**src/rtl/vt512_pkg.sv**
```systemverilog
// Shared types and constants for the VT512 Wishbone image master.
// These are the FSM state encoding, the VT512 slave window bases and the
// per-word address stride.
package vt512_pkg;

    typedef enum logic [2:0] {
        ST_IDLE      = 3'd0,
        ST_WAIT_DATA = 3'd1,
        ST_REQ       = 3'd2,
        ST_GAP       = 3'd3,
        ST_FINISH    = 3'd4
    } state_t;

    // VT512 slave windows ("AN" + window letter in the third byte)
    localparam logic [31:0] VT512_ADR_CTRL   = 32'h414E_4300;
    localparam logic [31:0] VT512_ADR_WEIGHT = 32'h414E_5700;
    localparam logic [31:0] VT512_ADR_BIAS   = 32'h414E_4200;
    localparam logic [31:0] VT512_ADR_IMAGE  = 32'h414E_4900;

    // Byte distance between consecutive 32-bit words
    localparam logic [31:0] VT512_WORD_STRIDE = 32'd4;

endpackage

```
**src/rtl/vt512_sync_fifo.sv**
```systemverilog
// Single-clock FIFO with push/pop/flush, full/empty flags and fill level.
// FIFO_DEPTH must be a power of two (>= 2). The head word is visible on
// data_o whenever empty_o is low. Flush takes priority over push and pop.
module vt512_sync_fifo #(
    parameter int DATA_WIDTH = 32,
    parameter int FIFO_DEPTH = 4
) (
    input  logic                              clk_i,
    input  logic                              rst_ni,
    input  logic                              push_i,
    input  logic [DATA_WIDTH-1:0]             data_i,
    input  logic                              pop_i,
    input  logic                              flush_i,
    output logic [DATA_WIDTH-1:0]             data_o,
    output logic                              full_o,
    output logic                              empty_o,
    output logic [$clog2(FIFO_DEPTH):0]       level_o
);

    localparam int AW = $clog2(FIFO_DEPTH);

    logic [DATA_WIDTH-1:0] mem_q [FIFO_DEPTH];
    logic [AW:0]           wr_ptr_q, wr_ptr_d;
    logic [AW:0]           rd_ptr_q, rd_ptr_d;
    logic                  do_push, do_pop;

    assign level_o = wr_ptr_q - rd_ptr_q;
    assign full_o  = (level_o == (AW+1)'(FIFO_DEPTH));
    assign empty_o = (wr_ptr_q == rd_ptr_q);
    assign data_o  = mem_q[rd_ptr_q[AW-1:0]];

    assign do_push = push_i & ~full_o;
    assign do_pop  = pop_i & ~empty_o;

    // Next pointer values; a flush empties the FIFO in one cycle
    always_comb begin
        wr_ptr_d = wr_ptr_q;
        rd_ptr_d = rd_ptr_q;
        if (flush_i) begin
            wr_ptr_d = '0;
            rd_ptr_d = '0;
        end else begin
            if (do_push) wr_ptr_d = wr_ptr_q + 1'b1;
            if (do_pop)  rd_ptr_d = rd_ptr_q + 1'b1;
        end
    end

    // Pointer registers
    always_ff @(posedge clk_i or negedge rst_ni) begin
        if (!rst_ni) begin
            wr_ptr_q <= '0;
            rd_ptr_q <= '0;
        end else begin
            wr_ptr_q <= wr_ptr_d;
            rd_ptr_q <= rd_ptr_d;
        end
    end

    // Storage write; contents need no reset since the pointers gate reads
    always_ff @(posedge clk_i) begin
        if (do_push && !flush_i) mem_q[wr_ptr_q[AW-1:0]] <= data_i;
    end

endmodule

```
**src/rtl/vt512_wb_image_master.sv**
```systemverilog
// Wishbone classic-cycle write initiator streaming pixel words to a slave.
// Pixel stream handshake: a word moves when pix_valid_i and pix_ready_o are
// both high on a rising edge; the source must hold data stable while valid
// is high and unaccepted.
// Optional feature: define VT512_WB_TIMEOUT_EN to abort a cycle that waits
// TIMEOUT_CYCLES with stb high and no termination (treated like err_i).
module vt512_wb_image_master
    import vt512_pkg::*;
#(
    parameter int DATA_WIDTH     = 32,
    parameter int FIFO_DEPTH     = 4,
    parameter int TIMEOUT_CYCLES = 255
) (
    input  logic                  wb_clk_i,
    input  logic                  wb_rst_ni,
    input  logic                  start_i,
    input  logic [31:0]           base_adr_i,
    input  logic [15:0]           word_count_i,
    input  logic                  addr_inc_i,
    input  logic                  pix_valid_i,
    input  logic [DATA_WIDTH-1:0] pix_data_i,
    output logic                  pix_ready_o,
    output logic                  wbm_cyc_o,
    output logic                  wbm_stb_o,
    output logic                  wbm_we_o,
    output logic [3:0]            wbm_sel_o,
    output logic [31:0]           wbm_adr_o,
    output logic [DATA_WIDTH-1:0] wbm_dat_o,
    input  logic                  wbm_ack_i,
    input  logic                  wbm_err_i,
    output logic                  busy_o,
    output logic                  done_o,
    output logic                  err_o,
    output logic [15:0]           words_sent_o,
    output state_t                dbg_state_o
);

    localparam int LW = $clog2(FIFO_DEPTH) + 1;

    state_t                state_q, state_d;
    logic                  cyc_q, cyc_d;
    logic [31:0]           adr_q, adr_d;
    logic [DATA_WIDTH-1:0] dat_q, dat_d;
    logic [15:0]           cnt_q, cnt_d;
    logic                  inc_q, inc_d;
    logic [15:0]           sent_q, sent_d;
    logic [15:0]           acc_q, acc_d;
    logic                  err_q, err_d;
    logic                  busy_q, busy_d;
    logic                  done_q, done_d;
    logic                  ready_q, ready_d;
    logic                  push, pop, flush, timeout;
    logic [DATA_WIDTH-1:0] fifo_head;
    logic                  fifo_full, fifo_empty;
    logic [LW-1:0]         fifo_level, level_d;

    assign push = pix_valid_i & ready_q;

    vt512_sync_fifo #(
        .DATA_WIDTH(DATA_WIDTH),
        .FIFO_DEPTH(FIFO_DEPTH)
    ) u_fifo (
        .clk_i  (wb_clk_i),
        .rst_ni (wb_rst_ni),
        .push_i (push),
        .data_i (pix_data_i),
        .pop_i  (pop),
        .flush_i(flush),
        .data_o (fifo_head),
        .full_o (fifo_full),
        .empty_o(fifo_empty),
        .level_o(fifo_level)
    );

`ifdef VT512_WB_TIMEOUT_EN
    logic [15:0] tmo_q, tmo_d;

    // Count cycles spent in REQ; restarts for every new bus cycle
    always_comb begin
        tmo_d = '0;
        if (state_q == ST_REQ) tmo_d = tmo_q + 16'd1;
    end

    // Timeout counter register
    always_ff @(posedge wb_clk_i or negedge wb_rst_ni) begin
        if (!wb_rst_ni) tmo_q <= '0;
        else            tmo_q <= tmo_d;
    end

    assign timeout = (state_q == ST_REQ) && (tmo_q == 16'(TIMEOUT_CYCLES - 1));
`else
    localparam int unused_timeout_cycles = TIMEOUT_CYCLES;
    assign timeout = 1'b0;
`endif

    // Next state, bus request, counters and registered status outputs
    always_comb begin
        state_d = state_q;
        cyc_d   = cyc_q;
        adr_d   = adr_q;
        dat_d   = dat_q;
        cnt_d   = cnt_q;
        inc_d   = inc_q;
        sent_d  = sent_q;
        acc_d   = acc_q;
        err_d   = err_q;
        pop     = 1'b0;
        flush   = 1'b0;

        if (push) acc_d = acc_q + 16'd1;

        case (state_q)
            ST_IDLE: begin
                if (start_i) begin
                    adr_d   = base_adr_i;
                    cnt_d   = word_count_i;
                    inc_d   = addr_inc_i;
                    sent_d  = '0;
                    acc_d   = '0;
                    err_d   = 1'b0;
                    state_d = (word_count_i == 16'd0) ? ST_FINISH : ST_WAIT_DATA;
                end
            end
            // GAP keeps the bus idle for one cycle but may load the next word
            ST_WAIT_DATA, ST_GAP: begin
                if (!fifo_empty) begin
                    cyc_d   = 1'b1;
                    dat_d   = fifo_head;
                    state_d = ST_REQ;
                end else begin
                    state_d = ST_WAIT_DATA;
                end
            end
            ST_REQ: begin
                if (wbm_err_i || timeout) begin
                    err_d   = 1'b1;
                    cyc_d   = 1'b0;
                    flush   = 1'b1;
                    state_d = ST_FINISH;
                end else if (wbm_ack_i) begin
                    pop     = 1'b1;
                    cyc_d   = 1'b0;
                    sent_d  = sent_q + 16'd1;
                    if (inc_q) adr_d = adr_q + VT512_WORD_STRIDE;
                    state_d = (sent_d == cnt_q) ? ST_FINISH : ST_GAP;
                end
            end
            ST_FINISH: state_d = ST_IDLE;
            default:   state_d = ST_IDLE;
        endcase

        level_d = flush ? '0 : (fifo_level + LW'(push) - LW'(pop));
        busy_d  = (state_d != ST_IDLE);
        done_d  = (state_d == ST_FINISH);
        ready_d = ((state_d == ST_WAIT_DATA) || (state_d == ST_REQ) || (state_d == ST_GAP))
                  && (level_d != LW'(FIFO_DEPTH)) && (acc_d < cnt_d);
    end

    // State and output registers; reset drops the bus cycle immediately
    always_ff @(posedge wb_clk_i or negedge wb_rst_ni) begin
        if (!wb_rst_ni) begin
            state_q <= ST_IDLE;
            cyc_q   <= 1'b0;
            adr_q   <= '0;
            dat_q   <= '0;
            cnt_q   <= '0;
            inc_q   <= 1'b0;
            sent_q  <= '0;
            acc_q   <= '0;
            err_q   <= 1'b0;
            busy_q  <= 1'b0;
            done_q  <= 1'b0;
            ready_q <= 1'b0;
        end else begin
            state_q <= state_d;
            cyc_q   <= cyc_d;
            adr_q   <= adr_d;
            dat_q   <= dat_d;
            cnt_q   <= cnt_d;
            inc_q   <= inc_d;
            sent_q  <= sent_d;
            acc_q   <= acc_d;
            err_q   <= err_d;
            busy_q  <= busy_d;
            done_q  <= done_d;
            ready_q <= ready_d;
        end
    end

    assign wbm_cyc_o    = cyc_q;
    assign wbm_stb_o    = cyc_q;
    assign wbm_we_o     = cyc_q;
    assign wbm_sel_o    = {4{cyc_q}};
    assign wbm_adr_o    = adr_q;
    assign wbm_dat_o    = dat_q;
    assign pix_ready_o  = ready_q;
    assign busy_o       = busy_q;
    assign done_o       = done_q;
    assign err_o        = err_q;
    assign words_sent_o = sent_q;
    assign dbg_state_o  = state_q;

endmodule

```
**config.mk**
```make
export PLATFORM = sky130hd
export DESIGN_NAME = vt512_wb_image_master
export DESIGN_NICKNAME = d
export VERILOG_FILES = /design/src/rtl/vt512_pkg.sv /design/src/rtl/vt512_sync_fifo.sv /design/src/rtl/vt512_wb_image_master.sv
export SDC_FILE = /design/constraint.sdc
export NUM_CORES = 1
export LEC_CHECK = 0
export ABC_CLOCK_PERIOD_IN_PS = 5700
export BUFFER_PORTS_ARGS = -buffer_cell sky130_fd_sc_hd__buf_2
export CORE_MARGIN = 2
export CORE_UTILIZATION = 56
export CTS_CLUSTER_DIAMETER = 50
export DETAILED_ROUTE_END_ITERATION = 10
export GPL_TIMING_DRIVEN = 0
export PLACE_DENSITY = 0.79
export SLEW_MARGIN = 15
export SYNTH_ARGS = -nofsm -noshare
export SYNTH_HDL_FRONTEND = slang
export SYNTH_SLANG_ARGS = --single-unit
```
**constraint.sdc**
```tcl
create_clock -name wb_clk_i -period 5.7 [get_ports wb_clk_i]
set_clock_uncertainty 0.2 [all_clocks]
set_input_delay 1.14 -clock wb_clk_i [delete_from_list [all_inputs] [get_ports wb_clk_i]]
set_output_delay 1.14 -clock wb_clk_i [all_outputs]
set_load 0.05 [all_outputs]
```
# After elaboration in Yosys (flattened, before gate mapping)

Memory sizes are Yosys's and may differ from the RTL's. A register that Yosys moved wholly into a read port is not among the register bits.
Cells that the tools add are included.

$add $sub $neg: 8
Eq/ne operators: 18
Multiplexer cells: 40
Bitwise logic cells: 5
Reductions and logical operators: 21
Magnitude comparators: 1

Operators by type and width:

| cell                    | number |
|---|---|
| $mux W16                | 8 |
| $mux W32                | 4 |
| $pmux W32 S2            | 1 |
| $add A16 B1 Y16 const B | 2 |
| $add A32 B3 Y32 const B | 1 |
| $pmux W16 S2            | 1 |
| $mux W3                 | 10 |
| $eq A16 B16 Y1          | 1 |
| $logic_not A16 Y1       | 1 |
| $lt A16 B16 Y1          | 1 |
| $eq A3 B2 Y1 const B    | 4 |
| $mux W1                 | 12 |
| $ne A2 B2 Y1 const B    | 6 |
| $pmux W3 S3             | 1 |
| $reduce_bool A2 Y1      | 4 |
| $add A3 B1 Y3 const B   | 2 |
| $eq A3 B1 Y1 const B    | 2 |
| $eq A3 B3 Y1 const B    | 2 |
| $ne A3 B3 Y1 const B    | 2 |
| $reduce_and A3 Y1       | 2 |
| $reduce_and A5 Y1       | 1 |
| $pmux W1 S2             | 2 |
| $reduce_and A2 Y1       | 2 |
| $reduce_and A4 Y1       | 1 |
| 13 further kinds        | 20 |

Register bits after elaboration: 95
Logic and storage cells: 107
Output and inout port bits: 94
Input port bits: 87
Bits in writable memories: 128
Memories kept: 1

Memories:

| name         | words | bits a word | read ports | clocked after memory_dff | write ports | line                  | RTL |
|---|---|---|---|---|---|---|---|
| u_fifo.mem_q | 4     | 32          | 1          | 1                        | 1           | vt512_sync_fifo.sv:22 | `logic [DATA_WIDTH-1:0] mem_q [FIFO_DEPTH];` |

# Longest topological paths before layout

Word-level depth: 11
Depth in mapped cells: 15

# Modules after synthesis

From an unflattened synthesis, not the netlist that was laid out.

Cells, all modules: 891
Area, all modules: 11,581.1 um2

Modules (own cells, without submodules):

| module                | cells each | area each (um2) | instances | seq. area each (um2) |
|---|---|---|---|---|
| vt512_wb_image_master | 675        | 6,505.0         | 1         | 3,027.9 |
| vt512_sync_fifo       | 216        | 5,076.1         | 1         | 3,993.8 |

# Least setup slack after synthesis

No wires, ideal clock.

Kind: in2reg
Start point: in wbm_err_i
End point: mem u_fifo.mem_q[3][0] (enable)
Arrival: 3.801 ns
Slack: 1.238 ns
Data required time: 5.039 ns
Buffers on the path: 1
Stages on the path: 3
Library setup time: 0.461 ns
Path through: nor4bb_1 > clkbuf_1 > nor3_1

Cells in the longest elaborated chain, start to end: 6

RTL lines:

| what                          | line                         | RTL |
|---|---|---|
| start: declaration            | vt512_wb_image_master.sv:30  | `input logic wbm_err_i,` |
| $mux W1                       | vt512_wb_image_master.sv:135 | `if (wbm_err_i \|\| timeout) begin` |
| $mux W1                       | vt512_wb_image_master.sv:112 | `case (state_q)` |
| $logic_not A1 Y1              | vt512_sync_fifo.sv:61        | `if (do_push && !flush_i) mem_q[wr_ptr_q[AW-1:0]] <= data_i;` |
| $logic_and A1 B1 Y1           | vt512_sync_fifo.sv:61        |  |
| $mux W1                       | vt512_sync_fifo.sv:61        |  |
| $mux W1 (implied by the code) | vt512_sync_fifo.sv:61        |  |
| end: declaration              | vt512_sync_fifo.sv:22        |  |

Every way passes these cells.

# Worst setup path in the final report

Start point: reg state_q[2] (netlist: dbg_state_o[2])
End point: reg ready_q (netlist: pix_ready_o)

Cells in the longest elaborated chain, start to end: 8
Elaborated cells on any way between the ends: 24
Those cells by class: add/sub: 1; order compare: 1; eq/ne: 7; mux: 9; reduce/logical: 6

RTL lines:

| what                                                  | line                         | RTL |
|---|---|---|
| start: declaration                                    | vt512_wb_image_master.sv:40  | `state_t state_q, state_d;` |
| start signal: assignment                              | vt512_wb_image_master.sv:175 | `state_q <= state_d;` |
| branches (longest 7 deep; another with $sub A3 B1 Y3) | -                            |  |
| $logic_and A1 B1 Y1 *                                 | vt512_wb_image_master.sv:156 | `&& (level_d != LW'(FIFO_DEPTH)) && (acc_d < cnt_d);` |
| named net ready_d                                     | vt512_wb_image_master.sv:51  | `logic ready_q, ready_d;` |
| end signal: assignment                                | vt512_wb_image_master.sv:186 | `ready_q <= ready_d;` |
| end: declaration                                      | vt512_wb_image_master.sv:51  |  |

Mark *: on every way through the listed nets, which the timed path passes.
A chain may end at the register's enable or synchronous reset.

==> key figures <==
Outcome
  – Status: finished, final reports clean

Pwr
  – Comb pwr share: 0.399
  – Internal: 0.00492 W
  – Switching power: 0.00333 W
  – Worst vdd ir: 326 uV
  – Sequential share of power: 0.334
  – Sw Ratio: 0.404
  – Clock group share of total power: 0.266
  – Leak: 5.99 nW
  – Cell Pwr Density: 575 mW/mm^2

Routing
  – Vias per std cell: 5.76
  – Post-route ant nets: 0
  – 1st-iter DRT viols: 523
  – Via count: 8359
  – DRC Markers: 0
  – Per-cell routed wire length: 18.9 um
  – DR pass1 iterations: 4
  – Total wire length: 27.4 mm

GRT
  – Gr ovfl total: 0
  – Initial antenna violation count: 1
  – Largest net degree at the start of global routing: 86
  – Vias in the first global route: 8237
  – Total GRT Usage: 0.252
  – First-pass GRT wire length: 43.4 mm

Yosys
  – Seq/Total Area, Yosys: 0.596
  – Synth Area in Simple Gates: 0.130
  – Post-synth ARST share: 0.498
  – Synth warn: 0
  – EDFF count, synth: 128
  – Adder-cell area share of the yosys netlist: 0.0321
  – Post-Synth XOR/XNOR Area: 0.0354
  – Number of distinct standard cells referenced by the synthesized netlist: 74
  – Netlist Area Pre-Place: 0.0118 mm^2
  – Synthesized instance count: 924
  – Multiplexer area fraction after synthesis: 0.0960
  – Mapped Avg Cell Area: 12.8 um^2
  – Count of state elements after synthesis: 255
  – Compound-Gate Fraction of Synth Area: 0.0804
  – Largest family of logic cells by synthesized area: simple AND/OR/NAND/NOR gates
  – Most used DFF post-synth: edfxtp_1
  – Synth Net Count: 1040

Floorplanning
  – Placeable Area: 0.0208 mm^2
  – Die H: 149 um
  – Die ar.: 0.0222 mm^2
  – I/O pin total: 181
  – Num rows: 53
  – Chip Width: 149 um
  – Initial Utilization: 0.566

Place
  – RD Place Congestion: 0.896
  – Pre-CTS setup slack: 941 ps
  – Post-DP HPWL: 19.0 mm
  – Post-placement cell count: 1388
  – PortBufs: 180

STA
  – Max-slew violations: 0
  – FMAX: 233 MHz
  – Worst-Margin Slew: 911 ps
  – Slack of the critical path: 1410 ps
  – Final period util: 0.753
  – Total Neg Setup Slack: 0 ps
  – Final setup vio count: 0
  – Tmin final: 4290 ps
  – Unrepaired setup endpoints after global routing: no
  – Final hold violation count: 0
  – Max-Slew Margin vs Limit: 0.393

CTS
  – H-tree Lvls: 2
  – Cts hold-fix bufs: 0
  – Post_cts resized: 0
  – Worst-path clk slew: 50 ps
  – Total CTS buffers: 34
  – CTS tree: built
  – TritonCTS Sinks: 255
  – Setup Fix Bufs, Post-CTS: 0
  – Root buf cell: clkbuf_16
  – Clk Latency, worst-skew pair: 510 ps
  – CTS Buffer Depth: 3

Final layout
  – Nets: 1265
  – Fill cells: 1512
  – Syn-to-layout area delta: 21.8%
  – Layout cells sized above 1: 0.292
  – Layout Cells excl Fill: 1451

Setup path
  – Worst EP arrival: 4470 ps
  – Required time worst endpoint: 5880 ps
  – CP endpoint kind: flip-flop
  – Crit path launch type: flip-flop
  – Crit-path max FO: 10
  – Setup CP Type: reg -> reg

Worst hold path
  – Hold Path Class: reg -> reg

Run
  – Max Cap Viol: 0
-- critical path, cell delays in order (launching register included) --
cell	delay (ps)
dfrtp_1	450
nor2_1	350
and2_1	180
clkbuf_1	340
nand2_1	210
inv_1	190
clkbuf_1	500
ha_1	210
inv_1	40
ha_1	180
fa_1	370
xnor2_1	210
xnor2_1	90
a221oi_1	310
nand2_1	110
o41ai_1	250
-- cells in the mapped netlist, types with 6 or more instances --
master	n	area, um^2
clkbuf_1	30	113
buf_4	9	67.6
nor2_1	56	210
xor2_1	20	175
inv_1	28	105
nand4_1	20	125
mux4_2	32	721
nor4_1	11	68.8
nand2_1	100	375
xnor2_1	22	193
o31ai_1	7	52.6
ha_1	27	338
a21oi_1	32	160
and4_1	6	52.6
and3_1	17	106
mux2_2	32	360
edfxtp_1	128	3840
dfrtp_1	127	3180
buf_2	6	30.0
o21ai_0	52	260
nor3_1	17	85.1
nand3_1	21	105
and2_1	21	131
-- cells by family after synthesis --
family | count (synthesis)
simple gates | 299
flops | 255
compound gates | 148
buf+inv | 80
mux | 69
xor+xnor | 44
fa+ha+maj | 29
-- cells in the final DEF (no fill, tap or decap), types with 4 or more instances in the layout --
cell         n
a21o_1       5
a21oi_1     32
a221o_1      5
a31oi_1      5
and2_1      18
and3_1      17
and4_1       6
buf_2      185
buf_4       13
bufinv_16    5
clkbuf_1    39
clkbuf_16   35
dfrtp_1    127
edfxtp_1   128
ha_1        27
inv_1       28
mux2_2      32
mux2i_1      5
mux4_2      32
nand2_1    100
nand3_1     21
nand4_1     20
nor2_1      56
nor2b_1      5
nor3_1      16
nor4_1      11
o21a_1       4
o21ai_0     52
o22ai_1      5
o31ai_1      7
xnor2_1     22
xor2_1      20
-- stage by stage --
step | hold WS (ps) | power, W | area, um^2 | utilization
global placement | 255 | 0.00598 | 13000 | 0.626
floorplan | 238 | 0.00519 | 11800 | -
global route | 314 | 0.00868 | 14400 | 0.690
finish | 266 | 0.00825 | 14400 | 0.690
CTS | 274 | 0.00831 | 14400 | 0.689
detailed placement | 262 | 0.00609 | 13200 | 0.633
-- sequential cells by signal, summed over array words and instances (netlist names) --
register,flops
acc_q,16
busy_o,1
cnt_q,16
dbg_state_o,3
done_o,1
err_o,1
inc_q,1
pix_ready_o,1
u_fifo.mem_q,128
u_fifo.rd_ptr_q,3
u_fifo.wr_ptr_q,3
wbm_adr_o,32
wbm_cyc_o,1
wbm_dat_o,32
words_sent_o,16
-- final timing paths --
check / from / end / slack [ps] / cells after the start
worst max-delay path: dbg_state_o[2] / pix_ready_o / 1410 / 15
worst min-delay path: wbm_adr_o[1] / wbm_adr_o[1] / 270 / 2
worst max register to register: dbg_state_o[2] / pix_ready_o / 1410 / 15
worst min register to register: wbm_adr_o[1] / wbm_adr_o[1] / 270 / 2
max in group asynchronous: wb_rst_ni / wbm_adr_o[31] / 4220 / 2
min in group asynchronous: wb_rst_ni / wbm_dat_o[14] / 310 / 1
-- cell type report --
class                           instances  area, um^2  area share
Timing Repair Buffer                  189        1040      0.0724
Buffer                                 52         254      0.0177
Multi-Input combinational cell        589        4410       0.307
Clock inverter                         16         241      0.0168
Antenna cell                            1        2.50    0.000174
Clock buffer                           46         937      0.0653
Sequential cell                       255        7020       0.489
Tap cell                              275         344      0.0240
Inverter                               28         105     0.00732
-- power by group through the flow --
stage	Sequential, W	Combinational [W]	Clock (W)
6_report	0.00276	0.00330	0.00220
5_1_grt	0.00281	0.00356	0.00231
4_1_cts	0.00276	0.00332	0.00223
3_5_place_dp	0.00278	0.00330	0
3_3_place_gp	0.00278	0.00320	0
2_1_floorplan	0.00359	0.00160	0
-- routing by layer --
metal,vias to the layer above,part of all wire,global-route usage
met3,48,0.075,0.0560
met4,0,0.022,0.0757
met1,4116,0.41,0.329
met5,-,0,0
met2,304,0.50,0.426
li1,3891,-,-
(Power assumes the default switching activity.)
